**src/rtl/icache_ctrl_pkg.sv**
```systemverilog
// Shared constants and state encoding for the instruction-memory sequencer/arbiter.
package icache_ctrl_pkg;

  localparam int DEF_ADDR_WIDTH = 8;
  localparam int DEF_ADDR_NUM   = 256;
  localparam int CSUM_WIDTH     = 32;

  typedef enum logic [1:0] {
    ST_IDLE = 2'd0,
    ST_LOAD = 2'd1,
    ST_RUN  = 2'd2
  } state_e;

endpackage

```
**src/rtl/icache_ctrl.sv**
```systemverilog
// Boot-loader / fetch arbiter in front of a single-port instruction memory.
// Optional load checksum enabled by defining ICACHE_CTRL_LOAD_CSUM_EN.
module icache_ctrl
  import icache_ctrl_pkg::*;
#(
  parameter int ADDR_WIDTH = DEF_ADDR_WIDTH,
  parameter int ADDR_NUM   = DEF_ADDR_NUM
) (
  input  logic                  clk,
  input  logic                  rst_n,
  input  logic                  boot_start,
  input  logic                  ld_valid,
  output logic                  ld_ready,
  input  logic [31:0]           ld_data,
  input  logic                  ld_last,
  input  logic                  fetch_req,
  input  logic [ADDR_WIDTH-1:0] fetch_addr,
  output logic                  fetch_gnt,
  output logic                  fetch_rvalid,
  output logic [31:0]           fetch_rdata,
  output logic [ADDR_WIDTH-1:0] mem_addr,
  output logic                  mem_wen,
  output logic [31:0]           mem_wdata,
  input  logic [31:0]           mem_rdata,
  output logic                  busy,
  output logic                  load_done,
  output logic [ADDR_WIDTH:0]   load_cnt,
  output logic [CSUM_WIDTH-1:0] load_csum
);

  localparam logic [ADDR_WIDTH-1:0] LAST_ADDR = ADDR_WIDTH'(ADDR_NUM - 1);

  state_e                r_state;
  state_e                w_state_next;
  logic [ADDR_WIDTH-1:0] r_ptr;
  logic [ADDR_WIDTH:0]   r_load_cnt;
  logic                  r_load_done;
  logic                  r_fetch_rvalid;
  logic [31:0]           r_fetch_rdata;
  logic                  w_ld_hs;
  logic                  w_ld_exit;
  logic                  w_enter_load;

  always_comb begin
    w_state_next = r_state;
    ld_ready     = 1'b0;
    busy         = 1'b0;
    fetch_gnt    = 1'b0;
    mem_addr     = '0;
    mem_wen      = 1'b0;
    mem_wdata    = '0;
    w_ld_hs      = 1'b0;
    w_ld_exit    = 1'b0;
    case (r_state)
      ST_IDLE: begin
        if (boot_start) w_state_next = ST_LOAD;
      end
      ST_LOAD: begin
        ld_ready  = 1'b1;
        busy      = 1'b1;
        mem_addr  = r_ptr;
        mem_wdata = ld_data;
        mem_wen   = ld_valid;
        w_ld_hs   = ld_valid;
        // The write at the top address ends the load so the pointer never wraps.
        if (w_ld_hs && (ld_last || (r_ptr == LAST_ADDR))) begin
          w_ld_exit    = 1'b1;
          w_state_next = ST_RUN;
        end
      end
      ST_RUN: begin
        mem_addr  = fetch_addr;
        fetch_gnt = fetch_req;
        if (boot_start) w_state_next = ST_LOAD;
      end
      default: w_state_next = ST_IDLE;
    endcase
  end

  assign w_enter_load = (r_state != ST_LOAD) && (w_state_next == ST_LOAD);

  always_ff @(posedge clk or negedge rst_n) begin
    if (!rst_n) begin
      r_state        <= ST_IDLE;
      r_ptr          <= '0;
      r_load_cnt     <= '0;
      r_load_done    <= 1'b0;
      r_fetch_rvalid <= 1'b0;
      r_fetch_rdata  <= '0;
    end else begin
      r_state        <= w_state_next;
      r_load_done    <= w_ld_exit;
      r_fetch_rvalid <= fetch_gnt;
      if (fetch_gnt) r_fetch_rdata <= mem_rdata;
      if (w_enter_load) begin
        r_ptr      <= '0;
        r_load_cnt <= '0;
      end else if (w_ld_hs) begin
        r_load_cnt <= r_load_cnt + 1'b1;
        if (r_ptr != LAST_ADDR) r_ptr <= r_ptr + 1'b1;
      end
    end
  end

`ifdef ICACHE_CTRL_LOAD_CSUM_EN
  logic [CSUM_WIDTH-1:0] r_csum;

  always_ff @(posedge clk or negedge rst_n) begin
    if (!rst_n) begin
      r_csum <= '0;
    end else if (w_enter_load) begin
      r_csum <= '0;
    end else if (w_ld_hs) begin
      r_csum <= r_csum + ld_data;
    end
  end

  assign load_csum = r_csum;
`else
  assign load_csum = '0;
`endif

  assign fetch_rvalid = r_fetch_rvalid;
  assign fetch_rdata  = r_fetch_rdata;
  assign load_done    = r_load_done;
  assign load_cnt     = r_load_cnt;

endmodule
```
**config.mk**
```make
export PLATFORM = sky130hd
export DESIGN_NAME = icache_ctrl
export DESIGN_NICKNAME = d
export VERILOG_FILES = /design/src/rtl/icache_ctrl_pkg.sv /design/src/rtl/icache_ctrl.sv
export SDC_FILE = /design/constraint.sdc
export NUM_CORES = 1
export LEC_CHECK = 0
export CAP_MARGIN = 40
export CORE_ASPECT_RATIO = 1.25
export CORE_MARGIN = 8
export CORE_UTILIZATION = 30
export CTS_CLUSTER_SIZE = 16
export DETAILED_ROUTE_END_ITERATION = 16
export PLACE_DENSITY = 0.69
export SLEW_MARGIN = 20
export SYNTH_ARGS = -nofsm -noshare
export SYNTH_HDL_FRONTEND = slang
export SYNTH_SLANG_ARGS = --single-unit
export TNS_END_PERCENT = 30
```
**constraint.sdc**
```tcl
create_clock -name clk -period 1.9 [get_ports clk]
set_input_delay 0.19 -clock clk [delete_from_list [all_inputs] [get_ports clk]]
set_output_delay 0.19 -clock clk [all_outputs]
set_load 0.02 [all_outputs]
```
Yosys cells after proc, flatten, opt, wreduce, memory -nomap -nowiden
Index checks and enable logic that the tools add are counted.

cells by class
  add/sub/neg operators = 2
  reduce and logical (&&, ||, !) cells = 8
  muxes and demuxes = 15
  eq/ne operators = 6

operators by type and width
  cell                                                              number
  32-bit 2-to-1 mux                                                 1
  8-bit 2-to-1 mux                                                  3
  9-bit 2-to-1 mux                                                  2
  8-bit one-hot mux with 2 select lines                             1
  9-bit by 1-bit adder with 9-bit output (second input constant)    1
  8-bit by 1-bit adder with 8-bit output (second input constant)    1
  8-bit == test (second input constant)                             1
  8-bit != test (second input constant)                             1
  1-bit 2-to-1 mux                                                  5
  2-bit by 1-bit == test with 1-bit output (second input constant)  2
  2-bit 2-to-1 mux                                                  2
  2-bit one-hot mux with 2 select lines                             1
  2-bit nonzero test                                                2
  2-bit == test (second input constant)                             1
  1-bit logical AND                                                 2
  2-bit zero test                                                   1
  2-bit by 1-bit != test with 1-bit output (second input constant)  1
  2-bit AND reduction                                               1
  2-bit OR reduction                                                1
  1-bit logical OR                                                  1

word-level totals
  word-level logic and storage cells = 37
  flip-flop bits (word level) = 53

Logic depth before layout (Yosys ltp)
Gate-level depths: netlist (run 1).

  word-level depth = 9
  depth in mapped cells = 9
  gate-level depth less buffers = 7

Worst setup path before layout (run 1)
OpenSTA, ideal clock, no wires.

  kind = register to output
  start point = reg r_state[1]
  end point = out mem_addr[2]
  arrival time = 1.660 ns
  required time = 1.710 ns
  path buffers = 2
  slack = 0.050 ns
  cell stages (with the launch flop) = 7
  cell sequence = dfrtp_1 > inv_1 > ha_1 > buf_6 > clkbuf_1 > a22oi_1 > nor2b_1

between the ends
  word-level cells in the longest chain between the ends = 2

ends and longest elaborated chain
  what                                                                       RTL line           text
  start: declaration                                                         icache_ctrl.sv:33  state_e r_state;
  start signal: assignment                                                   icache_ctrl.sv:91  r_state <= w_state_next;
  2-bit == test or 2-bit by 1-bit == test with 1-bit output (tied branches)  icache_ctrl.sv:54  case (r_state)
  8-bit one-hot mux with 2 select lines *                                    icache_ctrl.sv:54
  end: declaration                                                           icache_ctrl.sv:21  output logic [ADDR_WIDTH-1:0] mem_addr,

Mark *: on every way between the ends. The rest lies on a longest branch, timed or not.

Worst setup path after layout (run 1)
  start point = reg r_state[1]
  end point = out mem_addr[0]

Same word-level chain as after synthesis.

==> run_results.csv, run 1 <==
group,metric,value,unit
status,outcome,"finished clean",
floorplanning,die_y,127,um
timing,whs,0.463,ns
cells_and_area,multiInputGateArea,1420,um^2
floorplanning,dieWidth,105,um
logic_synthesis,synthCells,276,
global_routing,grt_max_degree,33,
setup_path,required,1.71,ns
setup_path,start_kind,"register",
global_routing,antenna_found_initial,0,
setup_path,crit_family,"buffers and inverters",
place,dp_worst_setup_slack,-0.154,ns
global_routing,grt_pass1_vias,2953,
cells_and_area,nets,537,
clocking,clkSlewWorstSetupHoldPaths,0.07,ns
clocking,clock-sinks,53,
power_and_ir_drop,switchingPower,2690,uW
floorplanning,io_pins,197,
power_and_ir_drop,seqPwrFrac,26.9,%
timing,setup_viol,0,
logic_synthesis,synthTopCellsByArea,"dfrtp_1, mux2_2, buf_4",
logic_synthesis,syn_area_per_cell,10.7,um^2
min_path,hp-class,"input port to asynchronous set/reset pin",
setup_path,worstSetupEndpointType,"output port",
setup_path,cp.arrival,1.66,ns
power_and_ir_drop,p_comb_share,59.5,%
power_and_ir_drop,clockPowerShare,13.6,%
clocking,htree_levels,2,
global_routing,grt_pass1_wl,15500,um
timing,rsz0062_at_grt,"true",
setup_path,crit_chain,"inv_1 -> buf_4 -> ha_1 -> nor2b_1 -> clkdlybuf4s15_2",
setup_path,worstSetupPathType,"register to output port",
route,num_vias,2651,
logic_synthesis,yosysTopAreaCell,"dfrtp_1",
floorplanning,start_util,30.8,%
timing,finalHoldViolations,0,
logic_synthesis,ys_seq_elements,53,
logic_synthesis,ys_warn_count,0,
logic_synthesis,synth.distinct_cells,46,
route,wl,9340,um
power_and_ir_drop,power.density,1410,nW/um^2
global_routing,grt-ovfl-total,0,
timing,max_slew_margin,59.9,%
route,wl_per_cell,16.1,um
power_and_ir_drop,power.total,6680,uW
cells_and_area,ff_latch_area,1330,um^2
floorplanning,coreArea,9610,um^2
timing,layout_setup_ws,0.0462,ns
cells_and_area,final_core_util,49.3,%
clocking,cts_tree,"done",
cells_and_area,diodes,0,
cells_and_area,layout_commonest_cell,"clkdlybuf4s50_1",
timing,tightest_slew,0.601,ns
route,viasPerCell,4.57,
setup_path,crit_buf_inv,3,
timing,fin_skew,0.00898,ns
cells_and_area,drive_gt1_share,24.9,%
cells_and_area,mostFrequentLayoutCells,"clkdlybuf4s50_1, dfrtp_1, and2_1, mux2_2, conb_1",
power_and_ir_drop,internal_power,3990,uW
power_and_ir_drop,ir_drop,753,uV
flow_run,drv_cap,0,
setup_path,cp_max_fo,8,
route,detail-route-antenna-nets,0,
clocking,clkLatencyLatePin,0.29,ns
clocking,cts_buffers,5,
clocking,post_cts_buffers,0,
timing,max_freq,539,MHz
cells_and_area,area_delta_synth_final,60.4,%
logic_synthesis,syn_area,2960,um^2
timing,report.final.slew_viol_count,0,
route,dr.pass1.iters,4,
clocking,cts_buffer_depth,2,
clocking,cts_root_buffer,"clkbuf_16",
floorplanning,rows,40,
route,drt_iter0_drc,103,
setup_path,max_stage_delay,0.36,ns
timing,fin_crit,1.85,ns
route,drc_errors,0,
timing,period_share,97.6,%
floorplanning,die_area,13300,um^2
place,hpwl,7960,um
logic_synthesis,synth_top_cell_area_share,44.9,%
power_and_ir_drop,leakage,0.00215,uW
timing,finalSetupTns,0,ns
setup_path,crit_slowest_cell,"dfrtp_1",
cells_and_area,num-fill-cells,900,
place,gp_congestion,0.865,
power_and_ir_drop,p_sw_share,40.3,%
logic_synthesis,yosysSeqAreaShare,44.9,%
global_routing,gr-usage-all-layers,14.1,%
place,io_buffers,164,
==> worst reg2reg max path: stages, from the launching register on <==
cell,delay [ns]
dfrtp_1,0.39
inv_1,0.11
ha_4,0.22
buf_4,0.15
nand2_4,0.05
inv_2,0.07
buf_4,0.14
o21ai_2,0.07
o311ai_0,0.31
o41ai_1,0.12
==> metrics by stage <==
step | cell area (um^2) | instances
floorplan | 3070 | 307
global placement | 4710 | 571
detailed placement | 4710 | 571
CTS | 4860 | 580
global route | 4740 | 580
finish | 4740 | 580
==> path summary, 6_finish.rpt <==
check / slack, ns / from / end / depth (start not counted)
worst max register to register: 0.14 / r_state[1] / r_ptr[5] / 9
worst max-delay path: 0.05 / r_state[1] / mem_addr[0] / 5
max in group asynchronous: 0.81 / rst_n / fetch_rdata[24] / 3
min in group clk: 0.51 / fetch_rdata[15] / fetch_rdata[15] / 1
worst min register to register: 0.51 / fetch_rdata[15] / fetch_rdata[15] / 1
worst min-delay path: 0.46 / rst_n / fetch_rdata[9] / 2
==> repair_timing <==
action,in CTS,in global routing
hold buffers,1,0
pin swaps,0,0
endpoints found under the hold margin,24,0
setup endpoints to repair,47,40
cloned,0,0
gates resized for setup,73,57
==> cells in the mapped netlist (all sizes together) <==
master,number
dfrtp,53
buf,39
and2,32
mux2,32
o21ai,14
nand3,12
nand2,9
a22oi,8
inv,8
nor2,8
nor2b,8
clkbuf,6
ha,6
and3,4
nor4,4
a21oi,3
a31oi,3
a211o,2
a21o,2
and2b,2
nand4,2
nor3,2
o21a,2
o41ai,2
a211oi,1
a221o,1
conb,1
o211a,1
o211ai,1
o21ba,1
o221a,1
o221ai,1
o22a,1
o22ai,1
o311ai,1
o31ai,1
o41a,1
==> final cells by class <==
| class | instances | share of cell area (%) |
|---|---|---|
| Timing Repair Buffer | 184 | 34.8 |
| Multi-Input combinational cell | 201 | 30.0 |
| Sequential cell | 53 | 28.0 |
| Tap cell | 126 | 3.32 |
| Clock buffer | 6 | 2.93 |
| Inverter | 8 | 0.633 |
| Clock inverter | 2 | 0.290 |
==> logic make-up (layout without fill, tap and decap cells) <==
| group | Yosys count | in the layout | synth area share, % |
|---|---|---|---|
| and+or+nand+nor | 83 | 83 | 16.8 |
| DFF | 53 | 53 | 44.9 |
| buffers and inverters | 53 | 200 | 11.4 |
| AOI/OAI and AO/OA | 48 | 48 | 12.1 |
| muxes | 32 | 32 | 12.2 |
| adders and majority gates | 6 | 6 | 2.54 |
| other | 1 | 32 | 0.127 |
==> layer usage <==
layer	global-route usage, %	routed length [um]	vias to the layer above
met5	0	0	-
met4	4.63	169	0
met3	7.75	1250	8
met2	25.0	4770	159
met1	13.7	3150	1226
li1	-	-	1258
==> state kept, by name, summed over array words and instances (netlist names) <==
register and cells:
fetch_rdata 32, fetch_rvalid 1, load_cnt 9, load_done 1, r_ptr 8, r_state 2
==> power groups by stage <==
stage / registers (uW) / clock network, uW / logic [uW]
2_1_floorplan: 2260 / 0 / 1820
3_3_place_gp: 1790 / 0 / 4210
5_1_grt: 1860 / 1010 / 4300
3_5_place_dp: 1810 / 0 / 4240
4_1_cts: 1800 / 950 / 4100
6_report: 1800 / 907 / 3980
(Power assumes the default switching activity.)
==> run 2: changes to the inputs <==
- RECOVER_POWER: default -> 100
==> run 2 against run 1 <==
Flip-flop and latch count is the same. Utilization decreased by 0.25 points. Largest power group unchanged. Global-route usage is the same. Worst hold slack gained 0.024 ns. Clock power about the same. Largest cell class unchanged. Critical path depth is 2 higher. Final cell count did not move.
==> run_results.csv, run 2 (same netlist as run 1, synthesis figures left out) <==
group,metric,value,unit
route,drc_errors,0,
timing,layout_setup_ws,0.0298,ns
cells_and_area,num-fill-cells,906,
setup_path,crit_slowest_cell,"dfrtp_1",
timing,tightest_slew,0.735,ns
setup_path,max_stage_delay,0.43,ns
timing,period_share,98.4,%
clocking,cts_buffer_depth,2,
cells_and_area,largest_reg_flops,32,
place,gp_congestion,0.865,
cells_and_area,nets,537,
setup_path,required,2.13,ns
route,wl_per_cell,16.1,um
status,outcome,"finished clean",
place,dp_worst_setup_slack,-0.154,ns
setup_path,start_kind,"register",
min_path,hp-class,"input port to asynchronous set/reset pin",
setup_path,worstSetupEndpointType,"register",
global_routing,grt_max_degree,33,
clocking,cts_buffers,5,
global_routing,grt_pass1_wl,15500,um
timing,rsz0062_at_grt,"true",
clocking,cts_root_buffer,"clkbuf_16",
setup_path,cp.arrival,2.10,ns
route,num_vias,2662,
global_routing,grt_pass1_vias,2953,
route,wl,9330,um
setup_path,cp_max_fo,11,
floorplanning,start_util,30.8,%
place,io_buffers,164,
clocking,clkLatencyLatePin,0.29,ns
timing,max_slew_margin,51.0,%
route,dr.pass1.iters,4,
cells_and_area,drive_gt1_share,24.0,%
cells_and_area,layout_commonest_cell,"clkdlybuf4s50_1",
setup_path,crit_chain,"inv_1 -> ha_2 -> buf_4 -> o221a_4 -> nor2_1 -> buf_4 -> o21ba_2",
power_and_ir_drop,power.density,1380,nW/um^2
floorplanning,io_pins,197,
route,viasPerCell,4.59,
cells_and_area,mostFrequentLayoutCells,"clkdlybuf4s50_1, dfrtp_1, dlygate4sd3_1, clkbuf_2",
flow_run,drv_cap,0,
floorplanning,dieWidth,105,um
timing,finalHoldViolations,0,
setup_path,crit_top_cell,"buf_4",
timing,report.final.slew_viol_count,0,
global_routing,grt-ovfl-total,0,
timing,setup_viol,0,
timing,fin_crit,1.87,ns
timing,whs,0.487,ns
floorplanning,coreArea,9610,um^2
clocking,cts_tree,"done",
clocking,htree_levels,2,
global_routing,antenna_found_initial,0,
place,hpwl,7960,um
floorplanning,die_area,13300,um^2
cells_and_area,area_delta_synth_final,59.6,%
power_and_ir_drop,leakage,0.00220,uW
clocking,clkSlewWorstSetupHoldPaths,0.07,ns
route,drt_iter0_drc,89,
cells_and_area,diodes,0,
setup_path,worstSetupPathType,"register to register",
power_and_ir_drop,power.total,6490,uW
global_routing,gr-usage-all-layers,14.1,%
route,detail-route-antenna-nets,0,
timing,max_freq,535,MHz
timing,fin_skew,0.00873,ns
timing,finalSetupTns,0,ns
clocking,clock-sinks,53,
floorplanning,rows,40,
power_and_ir_drop,ir_drop,760,uV
floorplanning,die_y,127,um
==> run 2: worst paths after layout <==
path                                       from              end  slack, ns  cells past startpoint
max in group asynchronous                 rst_n      load_cnt[4]       0.33                      3
min in group clk                fetch_rdata[15]  fetch_rdata[15]       0.50                      1
worst max-delay path                 r_state[0]      load_cnt[2]       0.03                      7
worst max register to register       r_state[0]      load_cnt[2]       0.03                      7
worst min register to register  fetch_rdata[15]  fetch_rdata[15]       0.50                      1
worst min-delay path                      rst_n   fetch_rdata[9]       0.49                      2
==> run 2: where the power goes <==
part           internal, uW  leakage [uW]  switching, uW
registers              1540      0.000674            233
clock network           524     0.0000768            383
logic                  1760       0.00145           2050
total                  3820       0.00220           2660
==> run 2: area by class of cell <==
| class | count | area [um^2] | area share, % |
|---|---|---|---|
| sequential | 53 | 1330 | 28.1 |
| inverter | 8 | 30.0 | 0.636 |
| clock buffer | 6 | 139 | 2.94 |
| multi-input combinational | 201 | 1410 | 29.9 |
| timing repair buffer | 184 | 1640 | 34.8 |
| tap | 126 | 158 | 3.34 |
| clock inverter | 2 | 13.8 | 0.292 |
==> run 2: stage by stage <==
step | instances | util (%) | area, um^2
3_5_place_dp | 571 | 49.1 | 4710
5_1_grt | 580 | 49.1 | 4720
2_1_floorplan | 307 | - | 3070
6_report | 580 | 49.1 | 4720
3_3_place_gp | 571 | 49.1 | 4710
4_1_cts | 580 | 50.6 | 4860
==> run 2: timing repair <==
action | CTS | global route
hold endpoints to repair | 24 | 0
cloned | 0 | 0
gates resized for setup | 73 | 57
hold buffers | 1 | 0
setup buffers | 0 | 0
endpoints found under the setup margin | 47 | 40
==> run 2: metal layers <==
| layer | GRT usage [%] | share of wire [%] |
|---|---|---|
| met1 | 13.7 | 34 |
| met2 | 25.0 | 51 |
| met3 | 7.75 | 13 |
| met4 | 4.63 | 1.8 |
| met5 | 0 | 0 |
==> run 2: critical path, delay by kind of cell, from the launching register on <==
family | cells | cell delay [ns]
AOI/OAI and AO/OA | 2 | 0.39
buffers and inverters | 3 | 0.42
and+or+nand+nor | 1 | 0.30
DFF | 1 | 0.43
adders and majority gates | 1 | 0.26
==> run 3: changes to the inputs <==
- clock period: 1.9 -> 2.3 ns (I/O delays scaled with it)
==> run 3 against run 2 <==
Critical path depth fell by 2. Non-clock buffer count fell by 11. Flip-flop and latch count did not move. Combinational power fell by 18%. Utilization rose by 0.59 points. Power fell by 18%. Clock skew rose by 0.0021 ns. Sequential power fell by 16%. Via count fell by 1.7%. Sequential share of layout area fell by 0.31 points. First-iteration DRC count rose by 6.7%. Largest cell class unchanged.
==> run_results.csv, run 3 (same netlist as run 1, synthesis figures left out) <==
group,metric,value,unit
setup_path,crit_chain,"inv_1 -> ha_4 -> buf_4 -> and2_1 -> clkdlybuf4s50_1",
timing,report.final.slew_viol_count,0,
power_and_ir_drop,ir_drop,606,uV
setup_path,crit_path_start,"r_state[1]",
power_and_ir_drop,p_comb_share,58.5,%
floorplanning,die_area,13300,um^2
cells_and_area,drive_gt1_share,13.5,%
floorplanning,rows,40,
clocking,clkLatencyLatePin,0.29,ns
global_routing,grt_max_degree,33,
timing,max_slew_margin,22.8,%
timing,tightest_slew,1.16,ns
power_and_ir_drop,clockPowerShare,13.6,%
global_routing,gr-usage-all-layers,14.1,%
setup_path,cp_max_fo,18,
clocking,cts_buffer_depth,2,
cells_and_area,layout_commonest_cell,"clkdlybuf4s50_1",
timing,whs,0.500,ns
clocking,post_cts_buffers,0,
floorplanning,dieWidth,105,um
min_path,hp-start,"fetch_rdata[0]",
route,num_vias,2616,
clocking,clkSlewWorstSetupHoldPaths,0.07,ns
route,wl,9530,um
power_and_ir_drop,internal_power,3140,uW
timing,fin_crit,2.22,ns
setup_path,r2r_slack,0.48,ns
setup_path,crit_family,"buffers and inverters",
setup_path,worstSetupPathType,"register to output port",
route,viasPerCell,4.60,
power_and_ir_drop,power.density,1120,nW/um^2
power_and_ir_drop,leakage,0.00232,uW
floorplanning,die_y,127,um
floorplanning,io_pins,197,
timing,finalHoldViolations,0,
global_routing,grt_pass1_wl,15200,um
route,detail-route-antenna-nets,0,
place,io_buffers,164,
global_routing,grt-ovfl-total,0,
global_routing,antenna_found_initial,0,
flow_run,drv_cap,0,
cells_and_area,largest_reg_flops,32,
setup_path,crit_slowest_cell,"clkdlybuf4s50_1",
power_and_ir_drop,p_sw_share,41.1,%
clocking,cts_root_buffer,"clkbuf_16",
timing,setup_viol,0,
clocking,cts_buffers,5,
timing,fin_skew,0.0108,ns
setup_path,cp.arrival,1.99,ns
place,hpwl,7940,um
setup_path,r2r-start,"r_state[0]",
setup_path,max_stage_delay,0.61,ns
power_and_ir_drop,switchingPower,2190,uW
setup_path,required,2.07,ns
cells_and_area,diodes,0,
cells_and_area,mostFrequentLayoutCells,"clkdlybuf4s50_1, dfrtp_1, dlygate4sd3_1",
power_and_ir_drop,seqPwrFrac,27.9,%
route,drt_iter0_drc,95,
min_path,hp-class,"register to register",
cells_and_area,nets,526,
setup_path,crit_buf_inv,3,
clocking,cts_tree,"done",
timing,max_freq,451,MHz
cells_and_area,area_delta_synth_final,61.5,%
route,drc_errors,0,
route,wl_per_cell,16.7,um
clocking,htree_levels,2,
floorplanning,coreArea,9610,um^2
route,dr.pass1.iters,4,
place,place_inst,560,
setup_path,worstSetupEndpointType,"output port",
status,outcome,"finished clean",
timing,period_share,96.4,%
clocking,clock-sinks,53,
floorplanning,start_util,30.8,%
global_routing,grt_pass1_vias,2911,
setup_path,start_kind,"register",
timing,rsz0062_at_grt,"true",
place,gp_congestion,0.830,
cells_and_area,fin_cells,569,
-- run 3: cell count changes in the layout (fill, tap and decap cells not counted), moves of 8 or more --
cell,change
buf_4,-9
clkbuf_2,-31
clkdlybuf4s15_2,-8
clkdlybuf4s50_1,+18
dlygate4sd2_1,+22
dlygate4sd3_1,-8
dlymetal6s2s_1,+9
-- run 3: layout make-up --
class,count,area (um^2)
clock inverter,1,7.51
sequential,53,1330
multi-input combinational,201,1420
clock buffer,7,133
fill,886,4830
inverter,8,30.0
timing repair buffer,173,1700
tap,126,158
-- run 3: worst reg2reg max path, stage by stage (launching register included) --
cell and delay [ns]:
dfrtp_2 0.44, inv_1 0.09, ha_2 0.25, nand2_1 0.13, buf_4 0.38, mux2_2 0.41
-- run 3: stage by stage --
stage	setup slack, ns	area (um^2)	power (uW)	TNS [ns]	util [%]
finish	0.0825	4770	5330	0	49.7
global route	-0.0507	4770	5710	-0.301	49.7
CTS	0.0000822	4750	5520	0	49.4
detailed placement	0.125	4620	4860	0	48.1
global placement	0.215	4620	4790	0	48.1
floorplan	0.410	3070	3370	0	-
-- run 3: power groups by stage --
stage | Clock (uW) | Combinational [uW] | Sequential (uW)
6_report | 727 | 3120 | 1490
5_1_grt | 780 | 3380 | 1540
4_1_cts | 750 | 3270 | 1500
3_5_place_dp | 0 | 3340 | 1520
3_3_place_gp | 0 | 3300 | 1490
2_1_floorplan | 0 | 1510 | 1870
-- run 3: layer usage --
layer  vias up  global-route usage [%]  share of wire [%]
met5         -                       0                  0
met4         0                    5.30                2.2
met3         9                    9.05                 15
met2       165                    25.1                 50
met1      1212                    12.3                 32
li1       1230                       -                  -
-- run 3: worst paths after layout --
check,end,depth (start not counted)
min in group asynchronous,fetch_rdata[19],2
max in group asynchronous,r_state[0],3
min reg2reg,fetch_rdata[0],1
max reg2reg,fetch_rdata[29],5
min,fetch_rdata[0],1
max,mem_wdata[6],5
-- run 3: repair_timing --
action | 4_1_cts | 5_1_grt
hold buffers | 1 | 0
gates resized for setup | 28 | 11
endpoints found under the hold margin | 19 | 0
endpoints found under the setup margin | 44 | 17
pin swaps | 0 | 0
